[src/rtl/zmc2_pack_pkg.sv]
// Shared definitions for the ZMC2 pixel-pair packer: word geometry, the
// FIFO payload type and the planar pack-index helpers.
package zmc2_pack_pkg;

  localparam int unsigned PIX_PER_WORD   = 8;
  localparam int unsigned BPP            = 4;
  localparam int unsigned BEATS_PER_WORD = 4;
  localparam int unsigned FIFO_DEPTH     = 2;
  localparam int unsigned CR_W           = PIX_PER_WORD * BPP;
  localparam int unsigned BEAT_W         = 2;
  localparam int unsigned PIX_IDX_W      = 3;
  localparam int unsigned CR_IDX_W       = 5;
  localparam int unsigned WORD_W         = CR_W + PIX_PER_WORD;

  // One packed output word: planar colour bits plus per-pixel opaque mask.
  typedef struct packed {
    logic [CR_W-1:0]         cr;
    logic [PIX_PER_WORD-1:0] opq;
  } word_t;

  // Display slot of pixel p, mirrored when flip is set.
  function automatic logic [PIX_IDX_W-1:0] pix_slot(input logic [PIX_IDX_W-1:0] pix,
                                                    input logic                 flip);
    return flip ? PIX_IDX_W'(3'd7 - pix) : pix;
  endfunction

  // CR bit index for colour bit k of pixel p: plane k occupies CR[8k+7:8k].
  function automatic logic [CR_IDX_W-1:0] pack_idx(input logic [PIX_IDX_W-1:0] pix,
                                                   input logic [1:0]           bit_k,
                                                   input logic                 flip);
    return {bit_k, pix_slot(pix, flip)};
  endfunction

endpackage

[src/rtl/zmc2_pack_fifo.sv]
// Two-entry output FIFO for packed words. Head data, valid and count are all
// registered; full_next_c is the occupancy the FIFO will have after this edge.
// Ports: clk, reset (sync, active-high), push/push_data, pop,
//        valid (not empty), head (oldest entry), full_next_c.
module zmc2_pack_fifo
  import zmc2_pack_pkg::*;
(
  input  logic  clk,
  input  logic  reset,
  input  logic  push,
  input  word_t push_data,
  input  logic  pop,
  output logic  valid,
  output word_t head,
  output logic  full_next_c
);

  word_t      mem_q [FIFO_DEPTH];
  word_t      mem_n [FIFO_DEPTH];
  logic       wr_q, wr_n, rd_q, rd_n;
  logic [1:0] cnt_q, cnt_n;
  logic       do_push, do_pop;

  // Next-state: guarded push/pop, pointers wrap modulo 2.
  always_comb begin
    mem_n   = mem_q;
    wr_n    = wr_q;
    rd_n    = rd_q;
    do_push = push && (cnt_q != 2'd2);
    do_pop  = pop && (cnt_q != 2'd0);
    if (do_push) begin
      mem_n[wr_q] = push_data;
      wr_n        = ~wr_q;
    end
    if (do_pop) begin
      rd_n = ~rd_q;
    end
    cnt_n       = cnt_q + 2'(do_push) - 2'(do_pop);
    full_next_c = (cnt_n == 2'd2);
  end

  // State register; head is preloaded from the next-state view so it stays registered.
  always_ff @(posedge clk) begin
    if (reset) begin
      mem_q[0] <= '0;
      mem_q[1] <= '0;
      wr_q     <= 1'b0;
      rd_q     <= 1'b0;
      cnt_q    <= 2'd0;
      valid    <= 1'b0;
      head     <= '0;
    end else begin
      mem_q    <= mem_n;
      wr_q     <= wr_n;
      rd_q     <= rd_n;
      cnt_q    <= cnt_n;
      valid    <= (cnt_n != 2'd0);
      head     <= mem_n[rd_n];
    end
  end

endmodule

[src/rtl/zmc2_pack.sv]
// Packs a stream of pixel pairs (4 beats, 8 pixels of 4 bpp) into ZMC2 planar
// words with an opaque mask, optionally mirrored, and queues them in a 2-entry FIFO.
// Ports: clk, reset (sync, active-high), sync (restart word), in_valid/in_ready,
//        pix_a/pix_b (even/odd pixel), flip, out_valid/out_ready, cr, opq.
module zmc2_pack
  import zmc2_pack_pkg::*;
(
  input  logic              clk,
  input  logic              reset,
  input  logic              sync,
  input  logic              in_valid,
  output logic              in_ready,
  input  logic [BPP-1:0]    pix_a,
  input  logic [BPP-1:0]    pix_b,
  input  logic              flip,
  output logic              out_valid,
  input  logic              out_ready,
  output logic [CR_W-1:0]   cr,
  output logic [PIX_PER_WORD-1:0] opq
);

  logic [BEAT_W-1:0]    beat_q, beat_n, beat_idx;
  logic                 flip_q, flip_n, flip_use;
  word_t                asm_q, asm_n, head;
  logic                 in_ready_q;
  logic                 xfer, push, pop, full_next_c;
  logic [PIX_IDX_W-1:0] p_even, p_odd;

  // Beat assembly: sync forces the current transfer to be beat 0.
  always_comb begin
    beat_idx = sync ? '0 : beat_q;
    xfer     = in_valid && in_ready_q;
    flip_use = (beat_idx == '0) ? flip : flip_q;
    p_even   = {beat_idx, 1'b0};
    p_odd    = {beat_idx, 1'b1};
    asm_n    = asm_q;
    if (xfer) begin
      for (int unsigned k = 0; k < BPP; k++) begin
        asm_n.cr[pack_idx(p_even, 2'(k), flip_use)] = pix_a[k];
        asm_n.cr[pack_idx(p_odd,  2'(k), flip_use)] = pix_b[k];
      end
      asm_n.opq[pix_slot(p_even, flip_use)] = |pix_a;
      asm_n.opq[pix_slot(p_odd,  flip_use)] = |pix_b;
    end
    push   = xfer && (beat_idx == 2'd3);
    beat_n = beat_q;
    if (xfer) begin
      beat_n = beat_idx + 2'd1;
    end else if (sync) begin
      beat_n = '0;
    end
    flip_n = (xfer && (beat_idx == '0)) ? flip : flip_q;
  end

  // Ready is precomputed from next state, so it never depends on out_ready combinationally.
  always_ff @(posedge clk) begin
    if (reset) begin
      beat_q     <= '0;
      flip_q     <= 1'b0;
      asm_q      <= '0;
      in_ready_q <= 1'b1;
    end else begin
      beat_q     <= beat_n;
      flip_q     <= flip_n;
      asm_q      <= asm_n;
      in_ready_q <= !((beat_n == 2'd3) && full_next_c);
    end
  end

  assign pop = out_valid && out_ready;

  zmc2_pack_fifo u_fifo (
    .clk         (clk),
    .reset       (reset),
    .push        (push),
    .push_data   (asm_n),
    .pop         (pop),
    .valid       (out_valid),
    .head        (head),
    .full_next_c (full_next_c)
  );

  assign in_ready = in_ready_q;
  assign cr       = head.cr;
  assign opq      = head.opq;

endmodule

[config.mk]
export PLATFORM = sky130hd
export DESIGN_NAME = zmc2_pack
export DESIGN_NICKNAME = d
export VERILOG_FILES = /design/src/rtl/zmc2_pack_pkg.sv /design/src/rtl/zmc2_pack_fifo.sv /design/src/rtl/zmc2_pack.sv
export SDC_FILE = /design/constraint.sdc
export NUM_CORES = 1
export LEC_CHECK = 0
export CAP_MARGIN = 30
export CORE_MARGIN = 5
export CORE_UTILIZATION = 45
export DETAILED_ROUTE_END_ITERATION = 6
export HOLD_SLACK_MARGIN = 0.1
export PLACE_DENSITY = 0.66
export SKIP_LAST_GASP = 1
export SLEW_MARGIN = 10
export SYNTH_ARGS = -nofsm -noshare
export SYNTH_HDL_FRONTEND = slang
export SYNTH_SLANG_ARGS = --single-unit
[constraint.sdc]
create_clock -name clk -period 4.3 [get_ports clk]
set_input_delay 0.86 -clock clk [delete_from_list [all_inputs] [get_ports clk]]
set_output_delay 0.86 -clock clk [all_outputs]
set_load 0.02 [all_outputs]
==> results.py, run 1 <==
metrics = {
    "clocking": {
        "cts.sinks": 169,
        "clockRootBuffer": "clkbuf_16",
        "cts_tree": "yes",
        "clockBufferDepth": 2,
        "numCtsBuffers": 17,
        "clkLatencyLatePin_ns": 0.43,
        "h-tree-depth": 4,
        "cts_resized": 0,
        "ctsHoldBuffers": 0,
        "clk_pin_slew_ns": 0.06,
        "post-cts-setup-buffer-count": 0,
    },
    "cells_and_area": {
        "fill_cells": 1379,
        "final_cells": 1023,
        "antenna_cells": 0,
        "drive_gt1_frac": 0.0862,
        "fin_util": 0.543,
        "area_delta_synth_final_pct": 18.2,
        "nNetsFinal": 840,
    },
    "place": {
        "place_hpwl_mm": 12.3,
        "port_buffers": 55,
        "dp_cells": 991,
        "place_congestion": 0.854,
    },
    "sta": {
        "setup_viol": 0,
        "finalCritPeriodShare": 0.834,
        "finalHoldViolations": 0,
        "slew_viol_final": 0,
        "clock_skew_ns": 0.00806,
        "period_needed_ns": 3.59,
        "rsz0062_at_grt": "false",
        "worst-slew-pin-transition_ns": 0.763,
        "setup_tns_ns": 0,
        "maxSlewHeadroom": 0.490,
        "fmax_ghz": 0.279,
    },
    "global_route": {
        "gr-usage-all-layers": 0.210,
        "grt_overflow_total": 0,
        "grt_max_degree": 68,
        "antenna_found_initial": 0,
        "grt_pass1_wl_mm": 30.7,
        "first_global_vias": 6076,
    },
    "yosys": {
        "synth_nets": 810,
        "synth-seq-area-share": 0.484,
        "syn_avg_cell_area_sq_um": 8.82,
        "synth_async_sr_flop_share": 0,
        "postSynthCellCount": 792,
        "synthesis.area_sq_um": 6980,
        "synth_edf_count": 0,
        "ys.flop_type": "dfxtp_1",
        "synth-seq-cells": 169,
        "synth_cell_type_count": 54,
        "yosysWarnings": 0,
    },
    "die": {
        "initial_core_util": 0.459,
        "fp.dieW_um": 135,
        "rows": 45,
        "die_y_um": 135,
        "pin_count": 56,
        "fp.dieArea_sq_um": 18100,
        "fp.coreArea_sq_um": 15200,
    },
    "power": {
        "p_leak_nw": 2.88,
        "p_total_mw": 3.22,
        "power_density_nw_per_um2": 391,
        "ir_drop_mv": 0.304,
    },
    "run": {
        "max_cap_viol_count": 0,
    },
    "run_status": {
        "status": "completed",
    },
    "route": {
        "wire_per_inst_um": 18.3,
        "routed_wl_mm": 18.7,
        "viasPerCell": 6.06,
        "via_count": 6202,
        "drt-initial-drc-count": 548,
        "route.antenna.remaining_nets": 0,
        "route.detailed.drc": 0,
        "dr.pass1.iters": 6,
    },
    "worst_setup_path": {
        "path_class": "in -> reg",
        "end_kind": "register",
        "crit_path_start_kind": "input port",
        "cp-startpoint": "sync",
        "worst-path-max-fanout": 24,
        "required_ns": 4.61,
        "r2r-start": "beat_q[0]$_SDFF_PP0_",
        "r2r_cells": 9,
        "endpoint": "u_fifo.head[17]$_SDFF_PP0_",
        "rrSetupSlack_ns": 0.94,
        "r2r-end": "u_fifo.head[17]$_SDFF_PP0_",
        "arrival_ns": 3.90,
    },
    "hold_path": {
        "hp-class": "reg -> reg",
    },
}
## placed cells by master (no fill, tap or decap), types with 17 or more instances in the layout
cell / count
clkdlybuf4s50_1: 54
o32ai_1: 18
nand3b_1: 18
o22ai_1: 43
a211oi_1: 41
a22oi_1: 18
nor2_1: 109
dfxtp_1: 169
clkbuf_16: 17
nand2_1: 55
nor3_1: 31
nand3_1: 21
a21oi_1: 44
o21ai_0: 33
buf_4: 21
mux2i_1: 18
## cell usage after synthesis, types with 13 or more instances
| cell | count | area [sq um] |
|---|---|---|
| dfxtp_1 | 169 | 3380 |
| nor2_1 | 109 | 409 |
| nand2_1 | 55 | 206 |
| clkbuf_1 | 50 | 188 |
| a21oi_1 | 44 | 220 |
| o22ai_1 | 43 | 269 |
| a211oi_1 | 41 | 308 |
| o21ai_0 | 33 | 165 |
| nor3_1 | 31 | 155 |
| nand3_1 | 21 | 105 |
| a22oi_1 | 18 | 135 |
| mux2i_1 | 18 | 180 |
| nand3b_1 | 18 | 135 |
| o32ai_1 | 18 | 158 |
| buf_2 | 13 | 65.1 |
## where the power goes
group | internal, mW | switching [mW] | total [mW] | leakage, nW
sequential | 1.58 | 0.0127 | 1.59 | 1.36
combinational | 0.0633 | 0.133 | 0.196 | 1.26
clock | 0.801 | 0.633 | 1.43 | 0.260
total | 2.45 | 0.779 | 3.22 | 2.88
## routing by layer
metal  GRT usage  share of wire  vias up
met5           0              0        -
met4      0.0882          0.023        0
met3      0.0458          0.051       36
met2       0.357           0.49      198
met1       0.259           0.44     2977
li1            -              -     2991
## area by class of cell
class,count,area (sq um),share of cell area
tap,188,235,0.0285
sequential,169,3380,0.410
inverter,9,33.8,0.00409
multi-input combinational,548,3320,0.402
clock buffer,19,433,0.0524
timing repair buffer,77,733,0.0888
clock inverter,13,123,0.0149
## flip-flops by register name, summed over array words and instances, names as in the netlist
signal / flops
u_fifo.mem_q: 80
u_fifo.rd_q: 1
u_fifo.head: 40
asm_q: 40
u_fifo.wr_q: 1
u_fifo.valid: 1
in_ready: 1
u_fifo.cnt_q: 2
flip_q: 1
beat_q: 2
## cell families after synthesis
logic type / count (synthesis) / share of synthesized area
simple gates: 260 / 0.172
compound gates: 255 / 0.248
flops: 169 / 0.484
buf+inv: 75 / 0.0432
mux: 24 / 0.0376
xor+xnor: 5 / 0.00735
fa+ha+maj: 4 / 0.00717
## worst min-delay path by stage
stage                     cells after the start                          end  slack (ns)                         from
after floorplan                               2   u_fifo.head[10]$_SDFF_PP0_        0.43  u_fifo.mem_q[10]$_SDFF_PP0_
after global placement                        2   u_fifo.head[11]$_SDFF_PP0_        0.44  u_fifo.mem_q[11]$_SDFF_PP0_
after detailed placement                      2   u_fifo.head[34]$_SDFF_PP0_        0.45  u_fifo.mem_q[34]$_SDFF_PP0_
after CTS                                     2   u_fifo.head[34]$_SDFF_PP0_        0.47  u_fifo.mem_q[34]$_SDFF_PP0_
after global routing                          2  u_fifo.mem_q[41]$_SDFF_PP0_        0.49  u_fifo.mem_q[41]$_SDFF_PP0_
final                                         2   u_fifo.head[34]$_SDFF_PP0_        0.46  u_fifo.mem_q[34]$_SDFF_PP0_
## metrics by stage
stage | worst slack (ns) | area, sq um | hold slack, ns
after global placement | 0.441 | 7690 | 0.442
after floorplan | 1.24 | 6980 | 0.432
after detailed placement | 0.315 | 7700 | 0.452
final | 0.713 | 8260 | 0.460
after CTS | 0.706 | 8260 | 0.468
after global routing | 0.445 | 8260 | 0.487
## worst max-delay path, cell delays in order
cell and delay [ns]:
clkdlybuf4s50_1 0.51, nor2b_1 0.32, inv_1 0.11, ha_1 0.30
mux2_2 0.31, buf_4 0.20, nand2_1 0.09, a21o_1 0.59
a211oi_1 0.22, o32ai_1 0.37
Note: power is estimated with default switching activity, not from simulation.
==> run 2: changes to the inputs <==
- PLACE_DENSITY: 0.66 -> 0.69
- clock period: 4.3 -> 3.18 ns (I/O delays scaled with it)
==> results.py, run 2 (same netlist as run 1, synthesis figures left out) <==
metrics = {
    "worst_setup_path": {
        "end_kind": "register",
        "crit_path_start_kind": "input port",
        "cp_top_family": "compound AO/OA/AOI/OAI gates",
        "slowest_stage": "clkdlybuf4s50_1",
        "arrival_ns": 3.24,
        "slowest_delay_ns": 0.55,
        "worst-path-max-fanout": 14,
        "rrSetupSlack_ns": 0.65,
        "required_ns": 3.51,
        "worst-path-buf-inv": 3,
        "worstPathCellList": "clkdlybuf4s50_1 -> nor2b_1 -> inv_1 -> ha_1 -> mux2_2 -> buf_4 -> nand2_1 -> a21o_1 -> a22oi_1 -> a211oi_1",
        "path_class": "in -> reg",
    },
    "sta": {
        "setup_viol": 0,
        "setup_ws_ns": 0.271,
        "fmax_ghz": 0.344,
        "worst-slew-pin-transition_ns": 0.729,
        "rsz0062_at_grt": "false",
        "period_needed_ns": 2.91,
        "setup_tns_ns": 0,
        "slew_viol_final": 0,
        "clock_skew_ns": 0.0104,
        "finalHoldViolations": 0,
        "finalCritPeriodShare": 0.915,
        "maxSlewHeadroom": 0.514,
    },
    "power": {
        "p_seq_frac": 0.478,
        "p_total_mw": 4.50,
        "clockPowerShare": 0.451,
        "power_density_nw_per_um2": 517,
        "power_frac_comb": 0.071,
        "power.internal_mw": 3.46,
        "swShare": 0.232,
        "p_leak_nw": 3.15,
        "ir_drop_mv": 0.329,
        "switchingPower_mw": 1.04,
    },
    "global_route": {
        "gr-usage-all-layers": 0.212,
        "antenna_found_initial": 0,
        "grt_max_degree": 69,
        "grt_overflow_total": 0,
        "first_global_vias": 6167,
        "grt_pass1_wl_mm": 30.9,
    },
    "clocking": {
        "numCtsBuffers": 17,
        "post-cts-setup-buffer-count": 0,
        "cts_tree": "yes",
        "cts.sinks": 169,
        "clockRootBuffer": "clkbuf_16",
        "clk_pin_slew_ns": 0.07,
        "clockBufferDepth": 2,
        "cts_resized": 0,
        "h-tree-depth": 4,
        "ctsHoldBuffers": 0,
        "clkLatencyLatePin_ns": 0.43,
    },
    "cells_and_area": {
        "largest_register_ffs": 80,
        "top_register": "u_fifo.mem_q",
        "mostFrequentLayoutCells": "169 x dfxtp_1, 109 x nor2_1, 71 x buf_4",
        "fin_area_sq_um": 8710,
        "final_common_cell": "dfxtp_1",
        "nNetsFinal": 892,
        "antenna_cells": 0,
        "fill_cells": 1318,
        "final_cells": 1074,
        "drive_gt1_frac": 0.138,
        "area_delta_synth_final_pct": 24.7,
        "reg.largest.list": "u_fifo.mem_q (80), asm_q (40), u_fifo.head (40)",
    },
    "place": {
        "postPlaceCellArea_sq_um": 8120,
        "pre_cts_slack_ns": -0.256,
        "dp_cells": 1043,
        "place_hpwl_mm": 12.8,
        "place_congestion": 0.879,
        "port_buffers": 55,
    },
    "route": {
        "wire_per_inst_um": 17.8,
        "drt-initial-drc-count": 427,
        "routed_wl_mm": 19.1,
        "dr.pass1.iters": 5,
        "viasPerCell": 5.97,
        "via_count": 6412,
        "route.antenna.remaining_nets": 0,
        "route.detailed.drc": 0,
    },
    "die": {
        "pin_count": 56,
        "die_y_um": 135,
        "fp.dieArea_sq_um": 18100,
        "fp.coreArea_sq_um": 15200,
        "initial_core_util": 0.459,
        "rows": 45,
        "fp.dieW_um": 135,
    },
    "hold_path": {
        "hp-class": "reg -> reg",
    },
    "run": {
        "max_cap_viol_count": 0,
    },
    "run_status": {
        "status": "completed",
    },
}
[run 2: changes by cell type in the layout (fill, tap and decap cells not counted)]
| cell | before | now |
|---|---|---|
| buf_8 | 1 | 0 |
| o21ai_4 | 0 | 1 |
| clkinv_4 | 4 | 2 |
| inv_6 | 2 | 1 |
| clkinv_2 | 2 | 0 |
| clkbuf_8 | 0 | 2 |
| buf_4 | 21 | 71 |
| clkbuf_1 | 2 | 3 |
| bufinv_16 | 1 | 2 |
| buf_12 | 1 | 4 |
| o21ai_2 | 1 | 0 |
[run 2: final timing paths]
check | from | end | cells after the start
setup / recovery | sync | u_fifo.mem_q[46]$_SDFF_PP0_ | 10
hold reg to reg | u_fifo.mem_q[10]$_SDFF_PP0_ | u_fifo.head[10]$_SDFF_PP0_ | 2
hold / removal | u_fifo.mem_q[10]$_SDFF_PP0_ | u_fifo.head[10]$_SDFF_PP0_ | 2
setup reg to reg | beat_q[0]$_SDFF_PP0_ | u_fifo.head[2]$_SDFF_PP0_ | 9
[run 2: layer usage]
metal | share of wire | GRT usage | up-vias
met3 | 0.055 | 0.0402 | 25
met1 | 0.44 | 0.274 | 3131
li1 | - | - | 3088
met2 | 0.49 | 0.352 | 168
met5 | 0 | 0 | -
met4 | 0.018 | 0.0848 | 0
[run 2: area by class of cell]
| class | count | area [sq um] | share of cell area |
|---|---|---|---|
| repair buffers | 129 | 1150 | 0.132 |
| clock buffers | 22 | 464 | 0.0533 |
| inverters | 9 | 33.8 | 0.00388 |
| well taps | 188 | 235 | 0.0270 |
| clock inverters | 9 | 116 | 0.0134 |
| flip-flops and latches | 169 | 3380 | 0.388 |
| multi-input cells | 548 | 3320 | 0.382 |
[run 2: tightest hold or removal path, cell delays in order, from the launching register on]
cell and delay (ns):
dfxtp_1 0.33, nand2_1 0.05, o221ai_1 0.06
[run 2: power by group through the flow]
stage | Combinational (mW) | Sequential (mW) | Clock, mW
after floorplan | 0.186 | 2.20 | 0
after global placement | 0.303 | 2.20 | 0
after detailed placement | 0.312 | 2.20 | 0
after CTS | 0.314 | 2.15 | 2.06
after global routing | 0.344 | 2.15 | 2.16
final | 0.319 | 2.15 | 2.03
[run 2: stage by stage]
stage | utilization | hold slack (ns)
after detailed placement | 0.534 | 0.456
final | 0.573 | 0.467
after global placement | 0.534 | 0.443
after CTS | 0.572 | 0.471
after global routing | 0.573 | 0.488
after floorplan | - | 0.432
==> run 3: changes to the inputs <==
- MAX_ROUTING_LAYER: unset -> met4
- SYNTH_HIERARCHICAL: unset -> 1
==> results.py, run 3 <==
metrics = {
    "run_status": {
        "status": "completed",
    },
    "global_route": {
        "grt_max_degree": 82,
        "first_global_vias": 5853,
        "grt_pass1_wl_mm": 29.0,
        "antenna_found_initial": 0,
        "gr-usage-all-layers": 0.201,
        "grt_overflow_total": 0,
    },
    "route": {
        "wire_per_inst_um": 17.3,
        "viasPerCell": 5.70,
        "route.detailed.drc": 0,
        "routed_wl_mm": 17.7,
        "route.antenna.remaining_nets": 0,
        "via_count": 5834,
        "dr.pass1.iters": 5,
        "drt-initial-drc-count": 428,
    },
    "die": {
        "pin_count": 56,
        "initial_core_util": 0.457,
        "fp.dieW_um": 137,
        "fp.dieArea_sq_um": 18700,
        "fp.coreArea_sq_um": 15800,
        "rows": 46,
        "die_y_um": 137,
    },
    "clocking": {
        "ctsHoldBuffers": 0,
        "h-tree-depth": 4,
        "clk_pin_slew_ns": 0.06,
        "cts_resized": 0,
        "cts_tree": "yes",
        "numCtsBuffers": 17,
        "post-cts-setup-buffer-count": 0,
        "clockBufferDepth": 2,
        "clkLatencyLatePin_ns": 0.43,
        "cts.sinks": 169,
        "clockRootBuffer": "clkbuf_16",
    },
    "worst_setup_path": {
        "cpMostUsedCell": "a211oi_1",
        "required_ns": 3.50,
        "slowest_delay_ns": 0.44,
        "slowest_stage": "clkdlybuf4s50_1",
        "crit_path_start_kind": "input port",
        "arrival_ns": 3.47,
        "worstPathCellList": "clkdlybuf4s50_1 -> or2b_1 -> ha_1 -> mux2_4 -> buf_12 -> or2_2 -> o22ai_1 -> a22o_1 -> and3_1 -> a211oi_1 -> a211oi_1",
        "worst-path-max-fanout": 16,
        "end_kind": "register",
        "path_class": "in -> reg",
    },
    "sta": {
        "rsz0062_at_grt": "true",
        "finalHoldViolations": 0,
        "clock_skew_ns": 0.00645,
        "period_needed_ns": 3.14,
        "setup_ws_ns": 0.0362,
        "setup_viol": 0,
        "worst-slew-pin-transition_ns": 0.561,
        "fmax_ghz": 0.318,
        "setup_tns_ns": 0,
        "maxSlewHeadroom": 0.626,
        "slew_viol_final": 0,
        "finalCritPeriodShare": 0.989,
    },
    "yosys": {
        "synth_async_sr_flop_share": 0,
        "syn_avg_cell_area_sq_um": 9.93,
        "yosysTopAreaCell": "dfxtp_1",
        "synth-seq-cells": 169,
        "synth-seq-area-share": 0.467,
        "synth_top_area_share": 0.467,
        "yosysWarnings": 6,
        "yosys-top-cells-count": "169 x dfxtp_1, 100 x nor2_1, 84 x a22o_1",
        "synth_nets": 747,
        "ys.flop_type": "dfxtp_1",
        "synth_most_common_cell": "dfxtp_1",
        "synthTopCellsByArea": "dfxtp_1 47%, a22o_1 10%, a211oi_1 8.3%",
        "synthesis.area_sq_um": 7240,
        "synth_cell_type_count": 42,
        "synth_edf_count": 0,
        "postSynthCellCount": 729,
    },
    "power": {
        "p_leak_nw": 3.34,
        "ir_drop_mv": 0.384,
        "p_total_mw": 4.67,
        "power_density_nw_per_um2": 528,
    },
    "place": {
        "port_buffers": 55,
        "place_hpwl_mm": 11.4,
        "pre_cts_slack_ns": -0.336,
        "postPlaceCellArea_sq_um": 8230,
        "place_congestion": 0.901,
    },
    "cells_and_area": {
        "largest_register_ffs": 80,
        "fin_area_sq_um": 8840,
        "multiInputGateArea_sq_um": 3510,
        "mostFrequentLayoutCells": "169 x dfxtp_1, 98 x nor2_1, 84 x a22o_1",
        "seqCellArea_sq_um": 3380,
        "final_common_cell": "dfxtp_1",
        "antenna_cells": 0,
        "drive_gt1_frac": 0.147,
        "fill_cells": 1373,
        "reg.largest.list": "u_fifo/mem_q (80), asm_q (40), u_fifo/head (40)",
        "top_register": "u_fifo/mem_q",
        "nNetsFinal": 813,
        "area_delta_synth_final_pct": 22.1,
    },
    "run": {
        "max_cap_viol_count": 0,
    },
    "hold_path": {
        "hp-class": "reg -> reg",
    },
}
==> run 3: final cells by class <==
class | instances | share of cell area
repair buffers | 113 | 0.120
clock inverters | 8 | 0.0164
multi-input cells | 490 | 0.397
inverters | 4 | 0.00170
flip-flops and latches | 169 | 0.383
well taps | 216 | 0.0306
clock buffers | 23 | 0.0518
==> run 3: cells by family after synthesis <==
logic type / count (synthesis) / share of synthesized area
compound gates: 238 / 0.264
simple gates: 197 / 0.135
flops: 169 / 0.467
buf+inv: 70 / 0.0491
mux: 47 / 0.0698
xor+xnor: 4 / 0.00743
fa+ha+maj: 4 / 0.00691
==> run 3: routing by layer <==
layer / GRT usage / routed length, um
met4: 0.0671 / 282
met1: 0.253 / 8260
met5: - / 0
met3: 0.0496 / 745
met2: 0.318 / 8420
==> run 3: path summary, 6_finish.rpt <==
check | startpoint | endpoint | slack (ns) | cells past startpoint
worst max-delay path | sync | u_fifo/head[5]$_SDFF_PP0_ | 0.04 | 11
worst min-delay path | asm_q[35]$_SDFF_PP0_ | asm_q[35]$_SDFF_PP0_ | 0.48 | 1
worst max register to register | beat_q[0]$_SDFF_PP0_ | u_fifo/head[5]$_SDFF_PP0_ | 0.29 | 10
worst min register to register | asm_q[35]$_SDFF_PP0_ | asm_q[35]$_SDFF_PP0_ | 0.48 | 1
==> run 3: power breakdown <==
part           total (mW)  switching, mW  internal [mW]
sequential           2.16         0.0122           2.14
clock                2.14          0.812           1.33
combinational       0.376          0.210          0.166
total                4.67           1.03           3.64
==> run 3: per-stage QoR <==
stage | util | hold slack, ns | std cells
floorplan | - | 0.443 | 729
global placement | 0.520 | 0.456 | 992
detailed placement | 0.520 | 0.460 | 992
CTS | 0.558 | 0.477 | 1023
global route | 0.559 | 0.488 | 1023
finish | 0.559 | 0.478 | 1023
==> run 3: worst max-delay path, delay by kind of cell <==
| family | cells | cell delay [ns] |
|---|---|---|
| buffers and inverters | 2 | 0.60 |
| AOI/OAI and AO/OA | 4 | 0.86 |
| adders and majority gates | 1 | 0.28 |
| muxes | 1 | 0.35 |
| and+or+nand+nor | 3 | 0.74 |
